[src/rtl/forex_pkg.sv]
// forex_pkg
// Shared definitions for the FOREX arbitrage engine host front end:
//   - default vertex / weight widths
//   - Avalon word addresses of the edge update port
//   - the edge record passed to the Bellman-Ford container stage
//   - bit positions inside the status word
package forex_pkg;

    localparam int VERT_W_DEF   = 5;
    localparam int WEIGHT_W_DEF = 32;

    localparam logic [2:0] ADDR_EDGE   = 3'd0;
    localparam logic [2:0] ADDR_WEIGHT = 3'd1;
    localparam logic [2:0] ADDR_STATUS = 3'd2;
    localparam logic [2:0] ADDR_FLUSH  = 3'd3;

    typedef struct packed {
        logic [VERT_W_DEF-1:0]          src;
        logic [VERT_W_DEF-1:0]          dst;
        logic signed [WEIGHT_W_DEF-1:0] e;
    } edge_upd_t;

    localparam int ST_OVERWRITE = 0;
    localparam int ST_ORPHAN    = 1;
    localparam int ST_OVERFLOW  = 2;
    localparam int ST_SELFLOOP  = 3;
    localparam int ST_PEND      = 4;
    localparam int ST_COUNT_LSB = 5;

endpackage

[src/rtl/edge_fifo.sv]
// edge_fifo
// Synchronous show-ahead FIFO of edge records. The head entry is visible
// on 'head' whenever the FIFO is not empty. Occupancy is kept in its own
// counter so full/empty never depend on pointer comparison.
// Ports:
//   clk, reset  clock, synchronous active-high reset
//   push, din   write request and record
//   pop         consume the head entry (ignored when empty)
//   flush       empty the FIFO; takes priority over push and pop
//   full, empty occupancy flags
//   count       occupancy 0..DEPTH
//   head        head record
module edge_fifo
    import forex_pkg::*;
#(
    parameter int DEPTH = 8
) (
    input  logic                     clk,
    input  logic                     reset,
    input  logic                     push,
    input  logic                     pop,
    input  logic                     flush,
    input  edge_upd_t                din,
    output logic                     full,
    output logic                     empty,
    output logic [$clog2(DEPTH):0]   count,
    output edge_upd_t                head
);

    localparam int AW = $clog2(DEPTH);
    localparam logic [AW:0] FULL_CNT = (AW+1)'(DEPTH);

    edge_upd_t        r_mem [DEPTH];
    logic [AW-1:0]    r_wr_ptr;
    logic [AW-1:0]    r_rd_ptr;
    logic [AW:0]      r_count;
    logic             w_do_pop;
    logic             w_do_push;

    assign empty = (r_count == '0);
    assign full  = (r_count == FULL_CNT);
    assign count = r_count;
    assign head  = r_mem[r_rd_ptr];

    // A pop in the same cycle frees the slot, so a full FIFO still accepts.
    assign w_do_pop  = pop && !empty;
    assign w_do_push = push && (!full || w_do_pop);

    always_ff @(posedge clk) begin
        if (w_do_push && !flush) begin
            r_mem[r_wr_ptr] <= din;
        end
    end

    // Pointers are AW bits wide, so they wrap modulo DEPTH on their own.
    always_ff @(posedge clk) begin
        if (reset || flush) begin
            r_wr_ptr <= '0;
            r_rd_ptr <= '0;
            r_count  <= '0;
        end else begin
            if (w_do_push) begin
                r_wr_ptr <= r_wr_ptr + 1'b1;
            end
            if (w_do_pop) begin
                r_rd_ptr <= r_rd_ptr + 1'b1;
            end
            if (w_do_push && !w_do_pop) begin
                r_count <= r_count + 1'b1;
            end else if (w_do_pop && !w_do_push) begin
                r_count <= r_count - 1'b1;
            end
        end
    end

endmodule

[src/rtl/edge_update_queue.sv]
// edge_update_queue
// Avalon-MM write-side front end of the FOREX arbitrage engine. Pairs the
// two-beat host update (src/dst at address 0, weight at address 1) into an
// edge record, buffers records in edge_fifo and hands them one at a time to
// the Bellman-Ford container stage over valid/ready.
// Ports:
//   clk, reset                      clock, synchronous active-high reset
//   chipselect, write, read,
//   address, writedata, readdata    Avalon-MM slave (readdata registered)
//   upd_valid, upd_ready            record handshake to the container
//   upd_src, upd_dst, upd_e         head record fields
//   count                           FIFO occupancy
module edge_update_queue
    import forex_pkg::*;
#(
    parameter int VERT_W   = VERT_W_DEF,
    parameter int WEIGHT_W = WEIGHT_W_DEF,
    parameter int DEPTH    = 8
) (
    input  logic                     clk,
    input  logic                     reset,
    input  logic                     chipselect,
    input  logic                     write,
    input  logic                     read,
    input  logic [2:0]               address,
    input  logic [WEIGHT_W-1:0]      writedata,
    output logic [WEIGHT_W-1:0]      readdata,
    output logic                     upd_valid,
    input  logic                     upd_ready,
    output logic [VERT_W-1:0]        upd_src,
    output logic [VERT_W-1:0]        upd_dst,
    output logic [WEIGHT_W-1:0]      upd_e,
    output logic [$clog2(DEPTH):0]   count
);

    localparam int CW = $clog2(DEPTH) + 1;

    logic                r_pend_valid;
    logic [VERT_W-1:0]   r_pend_src;
    logic [VERT_W-1:0]   r_pend_dst;
    logic [3:0]          r_err;
    logic [WEIGHT_W-1:0] r_readdata;

    logic                w_wr_edge;
    logic                w_wr_weight;
    logic                w_wr_clear;
    logic                w_wr_flush;
    logic                w_rd;
    logic                w_selfloop;
    logic                w_push;
    logic                w_pop;
    logic                w_full;
    logic                w_empty;
    logic [CW-1:0]       w_count;
    edge_upd_t           w_din;
    edge_upd_t           w_head;
    logic [WEIGHT_W-1:0] w_status;

    assign w_wr_edge   = chipselect && write && (address == ADDR_EDGE);
    assign w_wr_weight = chipselect && write && (address == ADDR_WEIGHT);
    assign w_wr_clear  = chipselect && write && (address == ADDR_STATUS);
    assign w_wr_flush  = chipselect && write && (address == ADDR_FLUSH);
    assign w_rd        = chipselect && read;

    assign w_selfloop = w_wr_weight && r_pend_valid && (r_pend_src == r_pend_dst);
    assign w_push     = w_wr_weight && r_pend_valid && !w_selfloop;
    assign w_pop      = upd_valid && upd_ready;

    assign w_din = '{src: r_pend_src, dst: r_pend_dst, e: writedata};

    edge_fifo #(
        .DEPTH (DEPTH)
    ) u_fifo (
        .clk   (clk),
        .reset (reset),
        .push  (w_push),
        .pop   (w_pop),
        .flush (w_wr_flush),
        .din   (w_din),
        .full  (w_full),
        .empty (w_empty),
        .count (w_count),
        .head  (w_head)
    );

    // FIFO storage is not reset, so the head fields are masked to zero
    // while nothing is offered; this also keeps them at 0 after reset.
    assign upd_valid = !w_empty;
    assign upd_src   = upd_valid ? w_head.src : '0;
    assign upd_dst   = upd_valid ? w_head.dst : '0;
    assign upd_e     = upd_valid ? w_head.e   : '0;
    assign count     = w_count;
    assign readdata  = r_readdata;

    always_comb begin
        w_status                       = '0;
        w_status[3:0]                  = r_err;
        w_status[ST_PEND]              = r_pend_valid;
        w_status[ST_COUNT_LSB +: CW]   = w_count;
    end

    always_ff @(posedge clk) begin
        if (reset || w_wr_flush) begin
            r_pend_valid <= 1'b0;
        end else if (w_wr_edge) begin
            r_pend_valid <= 1'b1;
        end else if (w_wr_weight) begin
            r_pend_valid <= 1'b0;
        end
    end

    always_ff @(posedge clk) begin
        if (w_wr_edge) begin
            r_pend_src <= writedata[2*VERT_W-1:VERT_W];
            r_pend_dst <= writedata[VERT_W-1:0];
        end
    end

    // Only one address is decoded per cycle, so clear and set never collide.
    // A push lost to a same-cycle flush is not an overflow.
    always_ff @(posedge clk) begin
        if (reset) begin
            r_err <= '0;
        end else begin
            if (w_wr_clear) begin
                r_err <= r_err & ~writedata[3:0];
            end
            if (w_wr_edge && r_pend_valid) begin
                r_err[ST_OVERWRITE] <= 1'b1;
            end
            if (w_wr_weight && !r_pend_valid) begin
                r_err[ST_ORPHAN] <= 1'b1;
            end
            if (w_push && w_full && !w_pop && !w_wr_flush) begin
                r_err[ST_OVERFLOW] <= 1'b1;
            end
            if (w_selfloop) begin
                r_err[ST_SELFLOOP] <= 1'b1;
            end
        end
    end

    always_ff @(posedge clk) begin
        if (reset) begin
            r_readdata <= '0;
        end else if (w_rd) begin
            r_readdata <= (address == ADDR_STATUS) ? w_status : '0;
        end
    end

endmodule

[config.mk]
export PLATFORM = sky130hd
export DESIGN_NAME = edge_update_queue
export DESIGN_NICKNAME = d
export VERILOG_FILES = /design/src/rtl/forex_pkg.sv /design/src/rtl/edge_fifo.sv /design/src/rtl/edge_update_queue.sv
export SDC_FILE = /design/constraint.sdc
export NUM_CORES = 1
export LEC_CHECK = 0
export BUFFER_PORTS_ARGS = -buffer_cell sky130_fd_sc_hd__buf_2
export CORE_MARGIN = 10
export CORE_UTILIZATION = 40
export CTS_CLUSTER_DIAMETER = 30
export CTS_CLUSTER_SIZE = 10
export DETAILED_ROUTE_END_ITERATION = 7
export PLACE_DENSITY = 0.68
export SETUP_SLACK_MARGIN = 0.15
export SKIP_LAST_GASP = 1
export SLEW_MARGIN = 20
export SYNTH_ARGS = -nofsm -noshare
export SYNTH_HDL_FRONTEND = slang
export SYNTH_SLANG_ARGS = --single-unit
[constraint.sdc]
create_clock -name clk -period 7.4 [get_ports clk]
set_input_delay 1.48 -clock clk [delete_from_list [all_inputs] [get_ports clk]]
set_output_delay 1.48 -clock clk [all_outputs]
set_load 0.05 [all_outputs]
==> metrics.log, run 1 <==
[metrics] all-layer global routing usage: 13.6%
[metrics] number of placed instances with taps included: 1,246
[metrics] Worst-Skew Late Latency: 550 ps
[metrics] multi-input combinational cell area: 3380 sq um
[metrics] clock sink count: 373
[metrics] vias in the first global route: 7,715
[metrics] slew margin rel.: 33.5%
[metrics] number of distinct standard cells referenced by the synthesized netlist: 44
[metrics] iteration-0 DRC count of the detailed router: 447
[metrics] final hold vios: 0
[metrics] pin count of the biggest net entering global routing: 49
[metrics] wire length per cell: 22.0 microns
[metrics] proportion of netlist area held by the largest area contributor: 71.4%
[metrics] Place WS: 2990 ps
[metrics] core area: 35,700 sq um
[metrics] number of nets in the layout: 900
[metrics] Pleak: 5.84 nW
[metrics] period utilisation layout: 64.7%
[metrics] number of synthesized flops with an enable pin: 346
[metrics] kind of capture point of the worst setup path: primary output
[metrics] Synth Register Bits: 373
[metrics] category of the worst setup path launch point: flop
[metrics] cell type with the largest total area after synthesis: edfxtp_1
[metrics] FF-to-FF Start: u_fifo.count[0]
[metrics] PwrDens: 399 nW/um^2
[metrics] Max VDD drop: 0.000323 V
[metrics] detailed-placement wirelength estimate: 16,200 microns
[metrics] CTS tree: yes
[metrics] CTS root buffer: clkbuf_16
[metrics] length of the first detailed-routing pass in iterations: 5
[metrics] number of placed I/O pins: 120
[metrics] share of post-route cells with drive strength above 1: 35.4%
[metrics] starting utilization of the core area: 40.7%
[metrics] top post-synthesis cells by count: 346 x edfxtp_1, 84 x mux4_2, 63 x nor2_1, 43 x mux2i_1, 27 x dfxtp_1
[metrics] post-cts resize count: 0
[metrics] setup repair after global routing missed its margin: false
[metrics] wire length of the first global-routing pass: 46,000 microns
[metrics] DRC violation count after routing: 0
[metrics] worst-path fanout max: 43
[metrics] DRT Wirelength: 30,000 microns
[metrics] final setup violation count: 0
[metrics] yosys synthesis warning count: 0
[metrics] ANT cells: 0
[metrics] buffer depth of the longest clock path: 3
[metrics] status: finished, final reports clean
[metrics] top flip-flop cell by instance count after synthesis: edfxtp_1
[metrics] Syn Std Cell Area: 14,500 sq um
[metrics] # fillers: 2,894
[metrics] maximum clock frequency: 209 MHz
[metrics] worst hold path startpoint: u_fifo.r_rd_ptr[1]
[metrics] Routability Congestion: 0.702
[metrics] top cells by area in the synthesized netlist: edfxtp_1 71%, mux4_2 13%, dfxtp_1 3.7%, mux2i_1 3.0%, nor2_1 1.6%
[metrics] Synth-to-Final Area Change: 21.6%
[metrics] count of final max-slew check failures: 0
[metrics] Worst Max-Slew Pin Slew: 992 ps
[metrics] aggregate global routing overflow: 0
[metrics] area taken by flip-flops and latches: 10,900 sq um
[metrics] fin crit period: 4780 ps
[metrics] worst path required time: 5920 ps
[metrics] die width: 211 microns
[metrics] initial antenna violation count: 2
[metrics] total number of H-tree levels: 3
[metrics] Worst Hold Class: flop to flop
[metrics] final cell count without fillers: 1,363
[metrics] worst clock skew: 20.5 ps
[metrics] synthesized area per cell: 20.5 sq um
[metrics] number of buffers added by the clock tree synthesis step: 66
[metrics] synthesized netlist cell count: 709
[metrics] sum of negative setup slack: 0 ps
[metrics] number of max-capacitance violations reported: 0
[metrics] total number of vias: 7,118
[metrics] count of hold buffers inserted by post-cts repair: 0
[metrics] worst setup slack after layout: 2620 ps
[metrics] Die ar.: 44,400 sq um
[metrics] buffers inserted during post-CTS setup optimization: 0
[metrics] post-detailed-route count of antenna-violating nets: 0
[metrics] most frequent cell after synthesis: edfxtp_1
[metrics] sequential element share of the synthesized area: 75.1%
[metrics] Setup Crit Path Kind: flop to primary output
[metrics] share of synthesized flip-flops with an asynchronous set or reset: 0%
[metrics] height of the die: 211 microns
[metrics] arrival time reported for the critical path endpoint: 3300 ps
[metrics] post-CTS clock slew at the launch and capture registers of the worst setup and hold paths: 50 ps
[metrics] Vias per Instance: 5.22
[metrics] number of rows created at floorplan: 69
[metrics] Port Buf Inserts: 96
cells in the final DEF, fill, tap and decap left out, drive strengths merged, types with 2 or more instances in the layout:
cell type	Yosys	final
ha	5	5
nor4	2	2
clkbuf	9	75
buf	45	108
mux4	84	84
nand2	11	11
nor3	7	7
a21oi	11	11
inv	3	14
nor2	63	63
a22oi	9	9
nor3b	2	2
o21ai	5	5
edfxtp	346	346
nand3b	2	2
a21bo	3	3
a21o	2	2
dfxtp	27	27
and3b	2	2
clkinv	0	19
nand3	6	6
clkinvlp	0	4
xnor2	7	7
conb	1	23
mux2i	43	43
bufinv	0	8
nor4b	3	3
or3	3	3
xor2	3	3
where the power goes:
part | switching, W | leakage (nW) | internal [W]
logic | 0.00113 | 1.45 | 0.000537
registers | 0.000114 | 3.33 | 0.00232
clock network | 0.000995 | 1.07 | 0.00196
metrics by stage:
stage | hold slack (ps) | util, % | power, W | instance area [sq um]
2_1_floorplan | 454 | - | 0.00380 | 14600
3_3_place_gp | 467 | 43.3 | 0.00418 | 15500
3_5_place_dp | 483 | 43.3 | 0.00418 | 15500
4_1_cts | 491 | 49.5 | 0.00716 | 17700
5_1_grt | 533 | 49.5 | 0.00734 | 17700
6_report | 484 | 49.5 | 0.00705 | 17700
kinds of logic (layout without fill, tap and decap cells):
family                   after synthesis  in the layout  synth area share, %
AO/OA/AOI/OAI                         32             32                 1.46
XOR/XNOR                              10             10                0.602
adder cells (fa/ha/maj)                6              6                0.568
buffers and inverters                 57            228                 2.55
flip-flops                           373            373                 75.1
multiplexers                         127            127                 16.0
other                                  1             23               0.0258
AND/OR/NAND/NOR                      103            103                 3.69
registers in the layout, summed over array words and instances, names as in the netlist, named ones only:
name and count:
r_pend_valid 1, u_fifo.r_rd_ptr 3, readdata 9, r_pend_src 5, r_pend_dst 5, u_fifo.r_wr_ptr 3, u_fifo.r_mem 336, r_err 4
u_fifo.count 4
layer usage:
layer	up-vias	routed length (microns)	global-route usage, %
met3	46	1870	3.34
met2	224	14800	22.0
met5	-	27	0
met4	4	471	4.47
met1	3700	12800	17.6
li1	3144	-	-
critical path, cell delays in order (launching register included):
cell and delay [ps]:
dfxtp_4 920, buf_4 610, mux4_2 580, mux2i_1 250
nor2_1 90, buf_2 240
cell type report:
class | instances | share of cell area [%]
Clock buffer | 75 | 9.71
Clock inverter | 42 | 2.74
Inverter | 3 | 0.0637
Multi-Input combinational cell | 301 | 19.1
Sequential cell | 373 | 61.9
Tap cell | 461 | 3.26
Timing Repair Buffer | 108 | 3.23
path summary, 6_finish.rpt:
kind | endpoint | slack, ps | cells after the start
hold reg to reg | flop | 480 | 2
setup / recovery | upd_src[4] | 2620 | 5
hold / removal | flop | 480 | 2
setup reg to reg | u_fifo.count[3] | 4350 | 12
No activity file was read; power rests on OpenSTA's default activity.
==> inputs of run 2 (changes only) <==
--- a/config.mk
+++ b/config.mk
@@ -5,6 +5,7 @@
 export SDC_FILE = /design/constraint.sdc
 export NUM_CORES = 1
 export LEC_CHECK = 0
+export ABC_AREA = 1
 export BUFFER_PORTS_ARGS = -buffer_cell sky130_fd_sc_hd__buf_2
 export CORE_MARGIN = 10
 export CORE_UTILIZATION = 40
==> constraint.sdc (replaced) <==
create_clock -name clk -period 4.6 [get_ports clk]
set_input_delay 0.92 -clock clk [delete_from_list [all_inputs] [get_ports clk]]
set_output_delay 0.92 -clock clk [all_outputs]
set_load 0.05 [all_outputs]
==> run 2 against run 1 <==
Die area grew 3.3%. Sequential power increased by 57%. Area after synthesis grew 3.7%. Worst hold slack got worse by 18 ps. First-iteration DRC count up 110%. Critical endpoint is now upd_e[4]. Cell count rose by 40%. Sequential share of layout area is 2.5 points lower. Global-route usage increased by 1.5 points. Combinational power rose by 140%. Non-clock buffer count is 11 higher.
==> metrics.log, run 2 <==
[metrics] number of nets in the layout: 1,396
[metrics] total number of H-tree levels: 3
[metrics] number of synthesized flops with an enable pin: 346
[metrics] yosys synthesis warning count: 0
[metrics] post-detailed-route count of antenna-violating nets: 0
[metrics] area taken by flip-flops and latches: 10,900 sq um
[metrics] Setup Crit Path Kind: flop to primary output
[metrics] sum of negative setup slack: 0 ps
[metrics] Cell Area, Placed: 16,000 sq um
[metrics] number of flip-flops in the largest register: 336
[metrics] top post-synthesis cells by count: 362 x nor2_1, 346 x edfxtp_1, 192 x o21ai_0, 50 x nand2_1, 38 x clkbuf_1
[metrics] Synth-to-Final Area Change: 22.3%
[metrics] WHS Path Cells: 2
[metrics] Synth Register Bits: 373
[metrics] Vias per Instance: 5.15
[metrics] switching power total: 0.00477 W
[metrics] count of final max-slew check failures: 0
[metrics] post-CTS clock slew at the launch and capture registers of the worst setup and hold paths: 50 ps
[metrics] aggregate global routing overflow: 0
[metrics] top flip-flop cell by instance count after synthesis: edfxtp_1
[metrics] multi-input combinational cell area: 3620 sq um
[metrics] ANT cells: 0
[metrics] Place WS: 1270 ps
[metrics] detailed-placement wirelength estimate: 19,400 microns
[metrics] DRT Wirelength: 35,300 microns
[metrics] pin count of the biggest net entering global routing: 101
[metrics] CTS root buffer: clkbuf_16
[metrics] Pleak: 6.56 nW
[metrics] Max VDD drop: 0.000547 V
[metrics] wire length of the first global-routing pass: 55,600 microns
[metrics] final setup violation count: 0
[metrics] wire length per cell: 18.5 microns
[metrics] period utilisation layout: 81.8%
[metrics] vias in the first global route: 10,000
[metrics] number of distinct standard cells referenced by the synthesized netlist: 31
[metrics] PwrDens: 702 nW/um^2
[metrics] most frequent standard cell in the layout excluding fill and tap cells: nor2_1
[metrics] number of buffers added by the clock tree synthesis step: 72
[metrics] post-cts resize count: 0
[metrics] height of the die: 214 microns
[metrics] Switching Fraction: 36.8%
[metrics] sequential element share of the synthesized area: 72.5%
[metrics] worst setup slack for register-to-register paths: 1770 ps
[metrics] worst path required time: 3680 ps
[metrics] fin crit period: 3760 ps
[metrics] number of rows created at floorplan: 71
[metrics] number of cells on the worst reg-to-reg path: 12
[metrics] most frequent cell after synthesis: nor2_1
[metrics] DRC violation count after routing: 0
[metrics] Die ar.: 45,900 sq um
[metrics] power share of the clock group: 39.5%
[metrics] length of the first detailed-routing pass in iterations: 7
[metrics] register with the highest flop count: u_fifo.r_mem
[metrics] FF-to-FF Start: u_fifo.count[0]
[metrics] status: finished, final reports clean
[metrics] final cell count without fillers: 1,914
[metrics] share of post-route cells with drive strength above 1: 18.8%
[metrics] commonest cells after routing, fill and taps aside: 354 x nor2_1, 346 x edfxtp_1, 192 x o21ai_0
[metrics] worst setup slack after layout: 835 ps
[metrics] design area: 18,400 sq um
[metrics] Syn Std Cell Area: 15,100 sq um
[metrics] kind of capture point of the worst setup path: primary output
[metrics] buffer depth of the longest clock path: 3
[metrics] worst-path fanout max: 63
[metrics] synthesized area per cell: 12.3 sq um
[metrics] iteration-0 DRC count of the detailed router: 926
[metrics] clock sink count: 373
[metrics] starting utilization of the core area: 40.3%
[metrics] worst reg2reg endpoint: u_fifo.count[3]
[metrics] number of placed I/O pins: 120
[metrics] initial antenna violation count: 5
[metrics] core area: 37,400 sq um
[metrics] top cells by area in the synthesized netlist: edfxtp_1 69%, nor2_1 9.0%, o21ai_0 6.4%, dfxtp_1 3.6%, o32ai_1 1.7%
[metrics] setup repair after global routing missed its margin: false
[metrics] buffers inserted during post-CTS setup optimization: 0
[metrics] # fillers: 3,127
[metrics] die width: 214 microns
[metrics] all-layer global routing usage: 15.0%
[metrics] Port Buf Inserts: 96
[metrics] worst hold path startpoint: r_err[2]
[metrics] Internal Power: 0.00818 W
[metrics] number of placed instances with taps included: 1,786
[metrics] number of max-capacitance violations reported: 0
[metrics] total number of vias: 9,866
[metrics] final hold vios: 0
[metrics] maximum clock frequency: 266 MHz
[metrics] Worst Hold Class: flop to flop
[metrics] Worst Max-Slew Pin Slew: 843 ps
[metrics] synthesized netlist cell count: 1,227
[metrics] cell type with the largest total area after synthesis: edfxtp_1
[metrics] CTS tree: yes
[metrics] Worst-Skew Late Latency: 560 ps
[metrics] category of the worst setup path launch point: flop
[metrics] arrival time reported for the critical path endpoint: 2840 ps
[metrics] Routability Congestion: 0.782
[metrics] worst clock skew: 16.6 ps
[metrics] part of the total power dissipated in combinational logic: 30.8%
[metrics] slew margin rel.: 43.7%
[metrics] share of synthesized flip-flops with an asynchronous set or reset: 0%
[metrics] portion of total power attributed to sequential cells: 29.7%
[metrics] endpoint of the worst hold-timing path: r_err[2]
[metrics] count of hold buffers inserted by post-cts repair: 0
[metrics] proportion of netlist area held by the largest area contributor: 68.9%
run 2: changes by cell type in the layout (fill, tap and decap cells not counted), moves of 10 or more:
cell,change
o32ai_1,+30
a21oi_1,+13
mux2i_1,-43
o21ai_1,+29
nor2_1,+292
o21ai_0,+188
mux4_2,-84
clkinv_2,+10
nand2_1,+41
inv_1,+25
o32ai_2,+12
run 2: kinds of logic after synthesis:
group	synth area share (%)
buf+inv	4.43
compound gates	11.2
fa+ha+maj	0.548
other cells	0.0249
xor+xnor	0.174
simple gates	11.1
flops	72.5
run 2: worst max-delay path: stages (launching register included):
cell	delay (ps)
dfxtp_4	360
inv_4	510
buf_12	340
o21ai_0	180
o21ai_1	110
o21ai_0	110
nor2_1	290
buf_2	320
run 2: power by group through the flow:
stage	clock network (W)	logic, W	registers (W)
2_1_floorplan	0	0.00301	0.00391
3_3_place_gp	0	0.00395	0.00390
3_5_place_dp	0	0.00400	0.00390
4_1_cts	0.00518	0.00404	0.00384
5_1_grt	0.00535	0.00435	0.00385
6_report	0.00511	0.00399	0.00384
run 2: area by class of cell:
cell class / instances / area share (%)
sequential: 373 / 59.3
multi-input combinational: 753 / 19.6
clock buffer: 83 / 10.5
timing repair buffer: 119 / 3.88
tap: 511 / 3.47
clock inverter: 45 / 2.56
inverter: 30 / 0.624
run 2: through the flow:
stage	hold slack, ps	util [%]	total power (W)
6_report	465	49.3	0.0130
4_1_cts	466	49.3	0.0131
3_3_place_gp	442	42.9	0.00785
5_1_grt	488	49.3	0.0135
2_1_floorplan	433	-	0.00691
3_5_place_dp	456	42.9	0.00790
run 2: metal layers:
| layer | global-route usage [%] | part of all wire, % | vias to the layer above |
|---|---|---|---|
| met5 | 0 | 0.18 | - |
| li1 | - | - | 4596 |
| met2 | 23.6 | 47 | 378 |
| met4 | 5.41 | 2.1 | 10 |
| met1 | 19.6 | 43 | 4806 |
| met3 | 4.27 | 7.8 | 76 |
run 2: worst max-delay path by stage:
stage	startpoint	endpoint	cells past startpoint
floorplan	chipselect	u_fifo.r_mem[0][0]	8
global placement	chipselect	u_fifo.r_mem[6][10]	10
detailed placement	chipselect	u_fifo.r_mem[2][38]	10
CTS	flop	upd_e[6]	7
global route	flop	upd_e[6]	7
finish	flop	upd_e[4]	7
==> inputs of run 3 (changes only) <==
==> constraint.sdc (replaced) <==
create_clock -name clk -period 3.8 [get_ports clk]
set_input_delay 0.76 -clock clk [delete_from_list [all_inputs] [get_ports clk]]
set_output_delay 0.76 -clock clk [all_outputs]
set_load 0.05 [all_outputs]
==> run 3 against run 2 <==
Routed wire length rose by 3.7%. Core utilization rose by 1.1 points. Clock power rose by 37%. Sequential share of layout area fell by 1.3 points. Flip-flop and latch count did not move. Power rose by 27%. First-iteration DRC count fell by 8.4%. Clock skew rose by 15 ps. Clock-buffer cell count rose by 8. Global-route usage rose by 0.25 points. Cell count rose by 0.94%. Critical endpoint is now upd_e[7]. Largest cell class unchanged.
==> metrics.log, run 3 (same netlist as run 2, synthesis figures left out) <==
[metrics] Place WS: 783 ps
[metrics] DRC violation count after routing: 0
[metrics] final cell count without fillers: 1,932
[metrics] Internal Power: 0.0105 W
[metrics] Routability Congestion: 0.751
[metrics] period utilisation layout: 89.9%
[metrics] # fillers: 3,129
[metrics] pin count of the biggest net entering global routing: 75
[metrics] post-detailed-route count of antenna-violating nets: 0
[metrics] setup repair after global routing missed its margin: false
[metrics] kind of capture point of the worst setup path: primary output
[metrics] worst setup slack after layout: 385 ps
[metrics] count of hold buffers inserted by post-cts repair: 0
[metrics] core area: 37,400 sq um
[metrics] Switching Fraction: 36.3%
[metrics] commonest cells after routing, fill and taps aside: 354 x nor2_1, 346 x edfxtp_1, 192 x o21ai_0
[metrics] Die ar.: 45,900 sq um
[metrics] portion of total power attributed to sequential cells: 28.5%
[metrics] Synth-to-Final Area Change: 25.1%
[metrics] number of flip-flops in the largest register: 336
[metrics] iteration-0 DRC count of the detailed router: 848
[metrics] count of final max-slew check failures: 0
[metrics] most frequent standard cell in the layout excluding fill and tap cells: nor2_1
[metrics] post-CTS clock slew at the launch and capture registers of the worst setup and hold paths: 50 ps
[metrics] share of post-route cells with drive strength above 1: 19.6%
[metrics] die width: 214 microns
[metrics] slew margin rel.: 55.4%
[metrics] Setup Crit Path Kind: flop to primary output
[metrics] Vias per Instance: 5.16
[metrics] worst hold slack after final layout: 447 ps
[metrics] DRT Wirelength: 36,600 microns
[metrics] total number of vias: 9,977
[metrics] final setup violation count: 0
[metrics] number of placed instances with taps included: 1,787
[metrics] number of placed I/O pins: 120
[metrics] number of rows created at floorplan: 71
[metrics] part of the total power dissipated in combinational logic: 29.0%
[metrics] final hold vios: 0
[metrics] worst path required time: 3040 ps
[metrics] category of the worst setup path launch point: flop
[metrics] fin crit period: 3420 ps
[metrics] Worst-Skew Late Latency: 580 ps
[metrics] initial antenna violation count: 3
[metrics] detailed-placement wirelength estimate: 19,300 microns
[metrics] wire length of the first global-routing pass: 56,000 microns
[metrics] aggregate global routing overflow: 0
[metrics] Overall Power: 0.0165 W
[metrics] power share of the clock group: 42.5%
[metrics] length of the first detailed-routing pass in iterations: 5
[metrics] ANT cells: 0
[metrics] CTS root buffer: clkbuf_16
[metrics] wire length per cell: 19.0 microns
[metrics] CTS tree: yes
[metrics] switching power total: 0.00598 W
[metrics] number of nets in the layout: 1,404
[metrics] worst hold path startpoint: writedata[13]
[metrics] number of buffers added by the clock tree synthesis step: 78
[metrics] Worst Max-Slew Pin Slew: 670 ps
[metrics] FF-to-FF Start: r_pend_dst[2]
[metrics] arrival time reported for the critical path endpoint: 2660 ps
[metrics] Pleak: 6.70 nW
[metrics] starting utilization of the core area: 40.3%
[metrics] buffer depth of the longest clock path: 3
[metrics] worst-path fanout max: 56
[metrics] total number of H-tree levels: 3
[metrics] all-layer global routing usage: 15.3%
[metrics] Port Buf Inserts: 96
[metrics] status: finished, final reports clean
[metrics] maximum clock frequency: 293 MHz
[metrics] worst clock skew: 31.4 ps
[metrics] register with the highest flop count: u_fifo.r_mem
[metrics] clock sink count: 373
[metrics] Worst Hold Class: input port to flop
[metrics] height of the die: 214 microns
[metrics] number of max-capacitance violations reported: 0
[metrics] Max VDD drop: 0.000484 V
[metrics] sum of negative setup slack: 0 ps
[metrics] vias in the first global route: 10,000
[metrics] PwrDens: 872 nW/um^2
## run 3: cell count changes in the layout (fill, tap and decap cells not counted), moves of 2 or more
| cell | delta |
|---|---|
| clkbuf_1 | +4 |
| buf_4 | -4 |
| bufinv_16 | +4 |
| clkbuf_16 | +5 |
| clkinvlp_4 | +8 |
| inv_16 | +2 |
| clkinv_2 | -9 |
| clkinv_4 | +3 |
| buf_12 | +4 |
## run 3: path summary, 6_finish.rpt
path	to	slack (ps)	depth (start not counted)
hold reg to reg	flop	460	2
setup / recovery	upd_e[7]	380	7
hold / removal	u_fifo.r_mem[7][13]	450	1
setup reg to reg	u_fifo.count[3]	1120	17
## run 3: repair_timing
item,CTS,global route
endpoints found under the setup margin,0,18
buffers inserted,0,1
resized for setup,0,5
## run 3: layout make-up
| class | count | area (sq um) | share of cell area [%] |
|---|---|---|---|
| inverter | 30 | 118 | 0.623 |
| sequential | 373 | 10900 | 58.0 |
| tap | 511 | 639 | 3.39 |
| clock inverter | 53 | 694 | 3.68 |
| clock buffer | 91 | 2060 | 10.9 |
| multi-input combinational | 753 | 3620 | 19.2 |
| timing repair buffer | 121 | 792 | 4.20 |
## run 3: critical path, stage by stage, from the launching register on
cell	delay, ps
dfxtp_4	460
inv_6	320
buf_12	300
nor2_1	70
o32ai_1	270
nor2_1	80
nor2_1	240
buf_2	320
## run 3: metal layers
metal | track usage [%] | share of wire [%]
met5 | 0 | 0.093
met4 | 5.79 | 2.1
met3 | 4.26 | 7.6
met1 | 19.7 | 43
met2 | 24.1 | 47
## run 3: power groups by stage
stage / logic, W / clock network (W) / registers [W]
after floorplan: 0.00364 / 0 / 0.00473
after global placement: 0.00466 / 0 / 0.00478
after detailed placement: 0.00471 / 0 / 0.00479
after CTS: 0.00475 / 0.00707 / 0.00471
after global routing: 0.00521 / 0.00728 / 0.00470
final: 0.00478 / 0.00700 / 0.00469
## run 3: metrics by stage
stage | utilization [%] | instance area [sq um]
floorplan | - | 15200
global placement | 43.0 | 16100
detailed placement | 43.0 | 16100
CTS | 50.4 | 18800
global route | 50.5 | 18900
finish | 50.5 | 18900
